File: src/rtl/click_classifier_if.sv
// click_classifier_if: groups the press input and the classification outputs.
//   press        : debounced press pulse, one clk wide (master -> slave)
//   single_click : one-cycle single-click event        (slave -> master)
//   double_click : one-cycle double-click event        (slave -> master)
//   mode         : current wrap-around mode index      (slave -> master)
//   busy         : classifier is not idle              (slave -> master)
interface click_classifier_if #(
   parameter int MODE_W = 2
);
   logic              press;
   logic              single_click;
   logic              double_click;
   logic [MODE_W-1:0] mode;
   logic              busy;

   modport master (output press, input single_click, double_click, mode, busy);
   modport slave  (input press, output single_click, double_click, mode, busy);
endinterface

File: src/rtl/click_classifier.sv
// click_classifier: classifies debounced presses as single or double clicks
// using a WINDOW-cycle window after the first press, and keeps a mode index
// that single clicks advance (wrapping) and double clicks clear.
//   clk  : system clock
//   rst  : asynchronous reset, active low
//   bus  : slave side of click_classifier_if (press in; events, mode, busy out)
module click_classifier #(
   parameter int WINDOW    = 5000000,
   parameter int NUM_MODES = 4,
   parameter int MODE_W    = 2
) (
   input  logic               clk,
   input  logic               rst,
   click_classifier_if.slave  bus
);
   localparam int              CNT_W     = $clog2(WINDOW);
   localparam logic [CNT_W-1:0]  WIN_LAST  = CNT_W'(WINDOW - 1);
   localparam logic [MODE_W-1:0] MODE_LAST = MODE_W'(NUM_MODES - 1);

   typedef enum logic [1:0] {IDLE, WAIT, SINGLE, DOUBLE} state_t;

   state_t            r_state;
   state_t            w_next;
   logic [CNT_W-1:0]  r_cnt;
   logic [MODE_W-1:0] r_mode;
   logic              w_timeout;

   assign w_timeout = (r_cnt == WIN_LAST);

   // state register
   always_ff @(posedge clk or negedge rst) begin
      if (!rst) r_state <= IDLE;
      else      r_state <= w_next;
   end

   // next-state logic; a press in WAIT wins over a same-cycle timeout
   always_comb begin
      w_next = r_state;
      case (r_state)
         IDLE:    if (bus.press) w_next = WAIT;
         WAIT: begin
            if (bus.press)      w_next = DOUBLE;
            else if (w_timeout) w_next = SINGLE;
         end
         SINGLE:  w_next = IDLE;
         DOUBLE:  w_next = IDLE;
         default: w_next = IDLE;
      endcase
   end

   // window counter: cleared on the first press, only meaningful in WAIT
   always_ff @(posedge clk or negedge rst) begin
      if (!rst) begin
         r_cnt <= '0;
      end else if (r_state == IDLE && bus.press) begin
         r_cnt <= '0;
      end else if (r_state == WAIT && !bus.press && !w_timeout) begin
         r_cnt <= r_cnt + 1'b1;
      end
   end

   // mode changes on the edge entering SINGLE/DOUBLE so it lines up with the pulse
   always_ff @(posedge clk or negedge rst) begin
      if (!rst) begin
         r_mode <= '0;
      end else if (r_state == WAIT && w_next == DOUBLE) begin
         r_mode <= '0;
      end else if (r_state == WAIT && w_next == SINGLE) begin
         r_mode <= (r_mode == MODE_LAST) ? '0 : r_mode + 1'b1;
      end
   end

   // Moore outputs
   always_comb begin
      bus.single_click = (r_state == SINGLE);
      bus.double_click = (r_state == DOUBLE);
      bus.busy         = (r_state != IDLE);
      bus.mode         = r_mode;
   end
endmodule

File: src/flat_wrapper.sv
// flat-port wrapper written by rule: the top's interface ports become plain ports
module click_classifier_flat 
#(
   parameter int WINDOW    = 5000000,
   parameter int NUM_MODES = 4,
   parameter int MODE_W    = 2
)
  (clk, rst, bus_press, bus_single_click, bus_double_click, bus_mode, bus_busy);
  click_classifier_if #(.MODE_W(MODE_W)) bus_i ();
  input  logic clk;
  input  logic rst;
  input wire logic [$bits(bus_i.press)-1:0] bus_press;
  output wire logic [$bits(bus_i.single_click)-1:0] bus_single_click;
  output wire logic [$bits(bus_i.double_click)-1:0] bus_double_click;
  output wire logic [$bits(bus_i.mode)-1:0] bus_mode;
  output wire logic [$bits(bus_i.busy)-1:0] bus_busy;
  assign bus_i.press = bus_press;
  assign bus_single_click = bus_i.single_click;
  assign bus_double_click = bus_i.double_click;
  assign bus_mode = bus_i.mode;
  assign bus_busy = bus_i.busy;
  click_classifier #(.WINDOW(WINDOW), .NUM_MODES(NUM_MODES), .MODE_W(MODE_W)) u_core (.clk(clk), .rst(rst), .bus(bus_i));
endmodule
File: config.mk
export PLATFORM = sky130hd
export DESIGN_NAME = click_classifier_flat
export DESIGN_NICKNAME = d
export VERILOG_FILES = /design/src/rtl/click_classifier_if.sv /design/src/rtl/click_classifier.sv /design/src/flat_wrapper.sv
export SDC_FILE = /design/constraint.sdc
export NUM_CORES = 1
export LEC_CHECK = 0
export CAP_MARGIN = 20
export CORE_ASPECT_RATIO = 1.4
export CORE_MARGIN = 3
export CORE_UTILIZATION = 50
export CTS_CLUSTER_SIZE = 10
export DETAILED_ROUTE_END_ITERATION = 10
export DONT_BUFFER_PORTS = 1
export PLACE_DENSITY = 0.76
export SLEW_MARGIN = 10
export SYNTH_ARGS = -nofsm -noshare
export SYNTH_HDL_FRONTEND = slang
export SYNTH_SLANG_ARGS = --single-unit
File: constraint.sdc
create_clock -name clk -period 2.1 [get_ports clk]
set_clock_uncertainty 0.1 [all_clocks]
set_input_delay 0.42 -clock clk [delete_from_list [all_inputs] [get_ports clk]]
set_output_delay 0.42 -clock clk [all_outputs]
set_load 0.02 [all_outputs]
# Word-level counts from Yosys, hierarchy flattened
# Index checks and enable logic that the tools add are counted.
[totals] regBits=27 in_bits=3 output_inout_bits=5
[classes] eq_ne=7 add_sub_neg=2 n_mux=9 n_reduce_logical=12
[ops] op="two-way mux 23 bit" n=2
[ops] op="adder 23 x 1 -> 23 bit (second input constant)" n=1
[ops] op="== test 23 bit (second input constant)" n=1
[ops] op="two-way mux 2 bit" n=6
[ops] op="== test 2 bit (second input constant)" n=5
[ops] op="one-hot mux 2 bit (3 select lines)" n=1
[ops] op="nonzero test 2 bit" n=3
[ops] op="logical AND 1 bit" n=5
[ops] op="adder 2 x 1 -> 2 bit (second input constant)" n=1
[ops] op="== test 2 x 1 -> 1 bit (second input constant)" n=1
[ops] op="logical NOT 1 bit" n=2
[ops] op="logical NOT 2 bit" n=1
[ops] op="OR reduction 2 bit" n=1

# Depth between registers and ports, before layout
[depth] depth_word=8 mapped_depth=6

# Worst setup path before layout
# OpenSTA, ideal clock, no wires.
[synth_path] kind="register to register" from="reg u_core.r_cnt[0]" to="reg u_core.r_mode[0] (netlist: u_core.bus.mode[0])" path_stages_with_launch=7 setup_slack_ps=127 synth_period_minus_slack_ps=1973 arrival_ps=1747 n_path_buf=0 required_ps=1874 setup_time_ps=126 path_cell_list="dfrtp_1 > ha_1 > nand4_2 > or2_1 > or3_4 > and3_1 > a221o_1"
[synth_between] elab_chain_len=7 word_cells_on_any_way=10
[synth_lines] element="from (decl)" line="click_classifier.sv:24" text="logic [CNT_W-1:0] r_cnt;"
[synth_lines] element="from (signal assigned)" line="click_classifier.sv:58" text="r_cnt <= r_cnt + 1'b1;"
[synth_lines] element="== test 23 bit (*)" line="click_classifier.sv:28" text="assign w_timeout = (r_cnt == WIN_LAST);"
[synth_lines] element="two-way mux 2 bit (*)" line="click_classifier.sv:43" text="else if (w_timeout) w_next = SINGLE;"
[synth_lines] element="two-way mux 2 bit (*)" line="click_classifier.sv:42" text="if (bus.press) w_next = DOUBLE;"
[synth_lines] element="one-hot mux 2 bit (3 select lines) (*)" line="click_classifier.sv:39" text="case (r_state)"
[synth_lines] element="== test 2 bit, on equally long branches" line="click_classifier.sv:66, click_classifier.sv:68"
[synth_lines] element="logical AND 1 bit, on equally long branches" line="click_classifier.sv:66, click_classifier.sv:68"
[synth_lines] element="two-way mux 2 bit / nonzero test 2 bit (equally long branches)"
[synth_lines] element="to (signal assigned)" line="click_classifier.sv:69" text="r_mode <= (r_mode == MODE_LAST) ? '0 : r_mode + 1'b1;"
[synth_lines] element="to (decl)" line="click_classifier.sv:25" text="logic [MODE_W-1:0] r_mode;"
# Every way passes the cells marked *; elsewhere a longest branch is shown, timed or not.
# A chain may end at the register's enable or synchronous reset.

# Final worst setup path
[layout_path] from="reg u_core.r_cnt[1]" to="reg u_core.r_mode[0] (netlist: u_core.bus.mode[0])"
# Same word-level chain as after synthesis.

==> results.cfg <==
[status]
status = completed

[clock_network]
ctsLongestPathBuffers = 2
clk_pin_slew_ns = 0.09
numCtsBuffers = 3
cts_sinks = 27
clk_latency_ns = 0.28
cts_tree = yes
htreeDepth = 1
root_buffer = clkbuf_8

[power]
p_leak_nw = 0.758
power_density_nw_per_um2 = 657
finalPower_mw = 1.13
max-vdd-ir-drop_v = 0.000354

[final_layout]
fillCellCount = 239
layout-drive-gt1-share_pct = 17.5
final_cells = 208
diodes = 0
finish.instance_area_um2 = 1730
synthToLayoutAreaGrowth_pct = 13.8
finalNetCount = 177
postLayoutCoreUtil_pct = 60.0

[route]
via_count = 1246
routed_wl_um = 3300
wl_per_cell_um = 15.9
final_antenna_net_count = 0
drc = 0
drtPass1Iterations = 5
drtIter0Drc = 30
via_per_inst = 5.99

[logic_synthesis]
synth_simple_gate_area_share_pct = 36.1
synth_compound_gate_area_share_pct = 6.10
synthMuxAreaShare_pct = 0.660
ys_types = 36
synth.most_common_cell = dfrtp_1
synth_nets = 162
synth-seq-area-share_pct = 44.5
synth_edf_count = 0
syn_area_um2 = 1520
syn-mean-instance-area_um2 = 9.67
syn_inst = 157
yosys.area_share.adder_pct = 1.65
synth-xor-area-share_pct = 9.23
yosys.area.top_type = dfrtp_1
synth_commonest_cells = 27 x dfrtp_1, 22 x nor2_1, 15 x nand3_1
yosys_most_used_dff = dfrtp_1
synthTopCellsByArea = dfrtp_1 45%, xor2_1 7.5%, nor2_1 5.4%
synth_top_area_share_pct = 44.5
synth_warnings = 0
synthArstFlopShare_pct = 100
ys_ff_latch = 27
synth_top_family_by_area = simple AND/OR/NAND/NOR gates

[die]
die_h_um = 71.2
ios = 8
die_w_um = 52.6
dieArea_um2 = 3740
std_cell_rows = 23
start_util_pct = 52.7
core_um2 = 2880

[timing]
period_share_pct = 93.9
setup_tns_ns = 0
fmax_mhz = 507
worst_pin_slew_ns = 0.471
hold_viol_final = 0
setup_viol = 0
rsz0062_at_grt = no
drv_slew = 0
min_period_ns = 1.97
slew_headroom_pct = 68.4

[placed_design]
post-dp-hpwl_um = 2420
io_buffers = 0
place_area_um2 = 1620
finalWeightedCongestion = 0.897
place_inst = 201

[worst_setup_path]
crit_path_top_delay_cell = dfrtp_2
cp_num_cells = 6
path_buf_inv = 0
start_kind = flop
worstSetupEndpointType = flop
path_delay_family = simple AND/OR/NAND/NOR gates
reg2reg_depth = 6
worstPathArrival_ns = 2.04
path_max_fanout = 5
crit_type = flop to flop
max_stage_delay_ns = 0.43
crit_chain = ha_4 > nand4_2 > or2_1 > or3_4 > and3_1 > a221o_1
required_ns = 2.17

[flow_run]
max_cap_viol_count = 0

[grt]
grt_max_degree = 28
grt_pass1_wl_um = 5610
grtUsageTotal_pct = 19.9
antenna_found_initial = 0
grt_pass1_vias = 1233
overflow = 0

[hold_path]
hold_depth = 2
hp-class = input port to flop
[where the power goes]
part | switching, mW | internal, mW | total (mW)
combinational | 0.123 | 0.0899 | 0.213
clock | 0.169 | 0.135 | 0.304
sequential | 0.0588 | 0.559 | 0.618
total | 0.351 | 0.784 | 1.13
[per-layer routing]
metal,GRT usage (%),vias to the layer above,routed length (µm)
met5,0,-,0
li1,-,601,-
met2,35.1,27,1790
met1,23.0,613,1350
met4,8.52,0,57
met3,3.37,5,107
[through the flow]
stage | hold WS (ns) | worst slack [ns]
final | 0.165 | 0.129
after global routing | 0.177 | 0.0152
after CTS | 0.166 | 0.0397
after detailed placement | 0.0252 | 0.0513
after global placement | 0.0249 | 0.112
after floorplan | 0.0244 | 0.127
[final timing paths]
kind	startpoint	to	slack [ns]
worst max register to register	u_core.r_cnt[1]$_DFFE_PN0P_	u_core.bus.mode[0]$_DFFE_PN0P_	0.13
worst min-delay path	bus_press	u_core.r_state[0]$_DFF_PN0_	0.16
max in group asynchronous	rst	u_core.r_cnt[1]$_DFFE_PN0P_	1.27
worst min register to register	u_core.r_state[1]$_DFF_PN0_	u_core.r_state[0]$_DFF_PN0_	0.40
min in group asynchronous	rst	u_core.r_cnt[5]$_DFFE_PN0P_	0.46
worst max-delay path	u_core.r_cnt[1]$_DFFE_PN0P_	u_core.bus.mode[0]$_DFFE_PN0P_	0.13
[layout make-up]
| type | instances | area [µm²] | area share [%] |
|---|---|---|---|
| Clock buffer | 3 | 41.3 | 2.39 |
| Clock inverter | 1 | 7.51 | 0.435 |
| Inverter | 2 | 7.51 | 0.435 |
| Multi-Input combinational cell | 125 | 833 | 48.3 |
| Sequential cell | 27 | 678 | 39.3 |
| Tap cell | 37 | 46.3 | 2.68 |
| Timing Repair Buffer | 13 | 113 | 6.52 |
[placed cells by master, fill, tap and decap left out, types with 2 or more instances in the layout]
cell / count
or2_2: 3
o211ai_1: 3
buf_4: 11
nand2_1: 11
nor3b_1: 2
nor4b_1: 2
a221o_1: 2
and3_1: 4
o21ai_0: 5
clkbuf_8: 3
o31ai_1: 2
nor2_1: 22
a21oi_1: 2
xnor2_1: 3
dfrtp_2: 2
nand3_1: 15
nor4_1: 4
xor2_1: 13
inv_1: 2
nor3_1: 4
dfrtp_1: 25
and2_1: 2
nor4_4: 2
nand4_1: 9
[what timing repair did]
item                                    4_1_cts  5_1_grt
hold buffers                                  2        0
resized for setup                             0        5
endpoints found under the hold margin        27        0
buffers inserted                              0        1
endpoints found under the setup margin        0       10
[sequential cells by signal (all words and copies together) (netlist names)]
register         flops
u_core.r_state       2
u_core.bus.mode      2
u_core.r_cnt        23
[worst reg2reg max path, stage by stage (launching register included)]
cell and delay [ns]:
dfrtp_2 0.43, ha_4 0.17, nand4_2 0.08, or2_1 0.24
or3_4 0.40, and3_1 0.19, a221o_1 0.26
[kinds of logic after synthesis]
group,after synthesis
fa+ha+maj,2
compound gates,14
xor+xnor,16
flops,27
buf+inv,5
simple gates,92
mux,1
No activity file was read; power rests on OpenSTA's default activity.
==> edit 1, RTL diff (same settings) <==
`MODE_W` is set to 2 in 3 places; all go to 4.
--- a/src/rtl/click_classifier_if.sv
+++ b/src/rtl/click_classifier_if.sv
@@ -7,3 +7,3 @@
 interface click_classifier_if #(
-   parameter int MODE_W = 2
+   parameter int MODE_W = 4
 );
--- a/src/rtl/click_classifier.sv
+++ b/src/rtl/click_classifier.sv
@@ -9,3 +9,3 @@
    parameter int NUM_MODES = 4,
-   parameter int MODE_W    = 2
+   parameter int MODE_W    = 4
 ) (
--- a/src/flat_wrapper.sv
+++ b/src/flat_wrapper.sv
@@ -5,3 +5,3 @@
    parameter int NUM_MODES = 4,
-   parameter int MODE_W    = 2
+   parameter int MODE_W    = 4
 )
Ports: changed (resized bus_mode); port bits go from 8 to 10. No check against the original RTL was run, so the function may have changed too.
==> edit 1 against the unedited design <==
  * Final area increased by 12%
  * Area after synthesis grew 10%
  * Worst setup slack better by 0.0066 ns
  * Count of clock-buffer cells in the layout rose by 4
  * Sequential power increased by 6.0%
  * Sequential cell count grew 2
  * Routed wire length is 20% higher
  * Synthesized cell count up 17%
  * Utilization increased by 1.2 points
  * Clock power up 54%
  * Worst hold slack worse by 0.026 ns
  * Total power is 24% higher
  * Critical path type unchanged
  * Critical endpoint is now u_core.bus.mode[1]
==> edit 1: results (changes against the unedited design) <==
stage,metric,value,unit,change
run_status,status,completed,,
power_and_ir_drop,leakagePower,0.851,nW,+12%
finish,clock_buffers,7,,+4
global_route,grt_max_degree,30,,+7.1%
route,drt_iter0_drc,47,,+57%
finish,num-nonclk-buffers,19,,+6
power_and_ir_drop,clockPowerShare,33.2,%,+6.4 points
power_and_ir_drop,peakVddDrop,0.520,mV,+47%
power_and_ir_drop,power_density,729,nW/um^2,+11%
yosys,synth_cell_types,44,,+22%
power_and_ir_drop,switching_power,0.431,mW,+23%
global_route,use_met1,27.7,%,+4.7 points
clock_tree,clkTransAtPathRegs,0.06,ns,-0.03 ns
route,dr.pass1.iters,4,,-1
route,drt_wl_total,3980,um,+20%
yosys,synthXorXnorAreaFrac,6.82,%,-2.4 points
global_route,grt_pass1_vias,1479,,+20%
route,met2_wirelength,2160,um,+21%
global_route,grt_pass1_wl,6760,um,+20%
finish,multi_input_cells,141,,+13%
finish,antennaDiodeCount,0,,unchanged
yosys,synth_compound_area_share,10.9,%,+4.8 points
place,gp_congestion,0.883,,-1.5%
global_route,use_met2,38.0,%,+2.9 points
hold_path,hold_depth,1,,-1
global_route,grtUsageTotal,23.1,%,+3.1 points
setup_path,r2r-end,u_core.bus.mode[1],,
setup_path,cp_max_fo,12,,+7
place,dp_hpwl,2920,um,+20%
yosys,muxShareOfSynthArea,1.20,%,+0.54 points
route,dr_wl_met3,102,um,-4.7%
yosys,syn_nets,189,,+17%
finish,nets,206,,+16%
finish,multi_input_area,890,sq um,+6.8%
yosys,syn_area_per_cell,9.08,sq um,-6.1%
yosys,synthAdderAreaFrac,1.50,%,-0.15 points
finish,seq_share,37.6,%,-1.7 points
finish,inverters,5,,+3
timing,holdWs,0.139,ns,-0.0257 ns
route,wl_per_cell,16.6,um,+4.4%
finish,nonClkBufAreaFrac,8.36,%,+1.8 points
finish,fillers,283,,+18%
yosys,synth_area_leaders,"dfrtp_1, xor2_1, nor2_1",,
die,coreArea,3150,sq um,+9.6%
finish,ff_latch_area,726,sq um,+7.0%
setup_path,rr_startpoint,u_core.r_cnt[10],,
finish,clkCellAreaFrac,4.47,%,+1.6 points
route,wl_met1,1630,um,+21%
-- edit 1: cell count changes in the layout (fill, tap and decap cells not counted), sizes merged, moves of 4 or more --
cell    change
nand2b      +4
nand2       +7
nor4        -4
clkbuf      +4
buf         +6
-- edit 1: worst max path at each step --
stage                          to  slack [ns]  cells after the start
6_report       u_core.bus.mode[1]        0.14                      6
5_1_grt        u_core.bus.mode[0]       0.005                      6
4_1_cts        u_core.bus.mode[1]        0.07                      6
3_5_place_dp   u_core.bus.mode[1]        0.08                      6
3_3_place_gp   u_core.bus.mode[0]        0.14                      6
2_1_floorplan     u_core.r_cnt[6]        0.04                      6
-- edit 1: worst max-delay path: stages, from the launching register on --
cell and delay (ns):
dfrtp_1 0.45, nor4b_2 0.31, nand3_1 0.16, nor4_4 0.30, buf_6 0.19, nor3b_1 0.06
a221o_1 0.26
-- edit 1: repair_timing --
action / in CTS / in global routing
resized for setup: 0 / 3
hold buffers: 2 / 0
setup endpoints to repair: 0 / 5
endpoints found under the hold margin: 29 / 0
==> edit 2, RTL diff (config.mk and constraints unchanged) <==
Made on the original files. Re-encode `state_t` (4 states) as Gray code, 2 bits wide.
--- a/src/rtl/click_classifier.sv
+++ b/src/rtl/click_classifier.sv
@@ -19,3 +19,3 @@
 
-   typedef enum logic [1:0] {IDLE, WAIT, SINGLE, DOUBLE} state_t;
+   typedef enum logic [1:0] {IDLE = 2'b00, WAIT = 2'b01, SINGLE = 2'b11, DOUBLE = 2'b10} state_t;
 
Formal check against the unedited RTL: same outputs for any inputs over 10 cycles, from zero or initial values and one cycle with rst low; not proved beyond that.
==> edit 2 against the unedited design <==
  * Area after synthesis up 4.5%
  * Worst setup slack worse by 0.098 ns
  * Final area up 1.4%
  * Total power up 4.0%
  * Sequential cell count unchanged
  * Die area up 4.1%
  * Routed wire length up 0.76%
  * Count of clock-buffer cells in the layout up 1
  * Sequential power down 4.5%
  * First-iteration DRC count down 27%
  * Largest power group unchanged
==> edit 2: results (changes against the unedited design) <==
stage,metric,value,unit,change
place,gp_congestion,0.783,,-13%
finish,fillers,246,,+2.9%
yosys,syn_nets,171,,+5.6%
finish,layout-drive-gt1-share,19.0,%,+1.4 points
yosys,synthXorXnorAreaFrac,7.18,%,-2.1 points
power_and_ir_drop,peakVddDrop,0.541,mV,+53%
global_route,use_met1,24.5,%,+1.6 points
global_route,grt_pass1_wl,5870,um,+4.7%
finish,seq_share,38.6,%,-0.68 points
setup_path,critPathLaunch,u_core.r_cnt[0],,
finish,clock_buffers,4,,+1
setup_path,cp_max_fo,16,,+11
timing,worst_pin_slew,0.395,ns,-0.0760 ns
route,dr.pass1.iters,6,,+1
yosys,synth_compound_area_share,9.38,%,+3.3 points
setup_path,arrival,2.18,ns,+0.14 ns
timing,holdWs,0.197,ns,+0.0326 ns
setup_path,max_stage_delay,0.66,ns,+0.23 ns
setup_path,crit_slowest_cell,or4b_2,,
global_route,use_met2,33.4,%,-1.7 points
finish,nets,180,,+1.7%
route,drt_wl_total,3330,um,+0.76%
run_status,status,completed,,
global_route,grt_pass1_vias,1320,,+7.1%
yosys,muxShareOfSynthArea,0.631,%,-0.029 points
clock_tree,clkTransAtPathRegs,0.09,ns,about the same
yosys,ys_top_cells_by_count,"dfrtp_1, nor2_1, xnor2_1",,
finish,largest_register,u_core.r_cnt,,
route,via_per_inst,6.13,,+2.3%
yosys,synth_area_leaders,"dfrtp_1, xnor2_1, nor2_1",,
finish,clkCellAreaFrac,2.57,%,-0.25 points
global_route,grtUsageTotal,20.3,%,+0.38 points
yosys,synthAdderAreaFrac,1.58,%,-0.072 points
power_and_ir_drop,leakagePower,0.720,nW,-5.0%
finish,inverters,7,,+5
finish,multi_input_cells,121,,-3.2%
clock_tree,clk_latency,0.27,ns,
yosys,ys_seq_area_share,42.6,%,-1.9 points
setup_path,regToRegSetupSlack,0.03,ns,-0.10 ns
route,drt_iter0_drc,22,,-27%
global_route,use_met3,2.86,%,-0.51 points
finish,num-nonclk-buffers,15,,+2
finish,multi_input_area,830,sq um,-0.45%
finish,nonClkBufAreaFrac,7.29,%,+0.77 points
place,dp_hpwl,2350,um,-3.1%
yosys,synth_cell_types,41,,+14%
[edit 2: cell count changes after synthesis, moves of 3 or more]
cell / before / now
a21oi_1: 2 / 5
and3_1: 4 / 1
and4_1: 0 / 3
buf_4: 0 / 4
inv_1: 2 / 7
nand3_1: 15 / 7
nand4_1: 9 / 4
nor3b_1: 2 / 5
o31ai_1: 2 / 5
or2_2: 3 / 0
or3_1: 0 / 3
xnor2_1: 3 / 12
xor2_1: 13 / 1
[edit 2: final timing paths]
check                               endpoint  cells after the start
min in group asynchronous   u_core.r_cnt[18]                      2
max in group asynchronous   u_core.r_cnt[16]                      2
max                          u_core.r_cnt[1]                      7
min                        u_core.r_state[0]                      2
max reg2reg                  u_core.r_cnt[1]                      7
min reg2reg                  u_core.r_cnt[4]                      1
[edit 2: stage by stage]
stage | area (sq um) | std cells | worst slack, ns | setup TNS [ns]
2_1_floorplan | 1590 | 166 | 0.131 | 0
5_1_grt | 1750 | 211 | -0.0371 | -0.104
4_1_cts | 1710 | 208 | 0.000510 | 0
3_3_place_gp | 1640 | 202 | 0.0964 | 0
6_report | 1750 | 211 | 0.0302 | 0
3_5_place_dp | 1640 | 202 | 0.0105 | 0
[edit 2: power breakdown]
part | switching [mW] | internal (mW)
clock | 0.159 | 0.136
sequential | 0.0408 | 0.549
combinational | 0.185 | 0.111
[edit 2: metal layers]
| layer | part of all wire, % | up-vias | routed length, um |
|---|---|---|---|
| met5 | 0 | - | 0 |
| met4 | 2.3 | 0 | 75 |
| met3 | 4.8 | 6 | 160 |
| met2 | 53 | 39 | 1770 |
| met1 | 40 | 638 | 1320 |
| li1 | - | 610 | - |
[edit 2: repair_timing]
action,4_1_cts,5_1_grt
buffers inserted,0,3
hold buffers,2,0
gates resized for setup,0,4
endpoints found under the hold margin,27,0
setup endpoints to repair,0,6
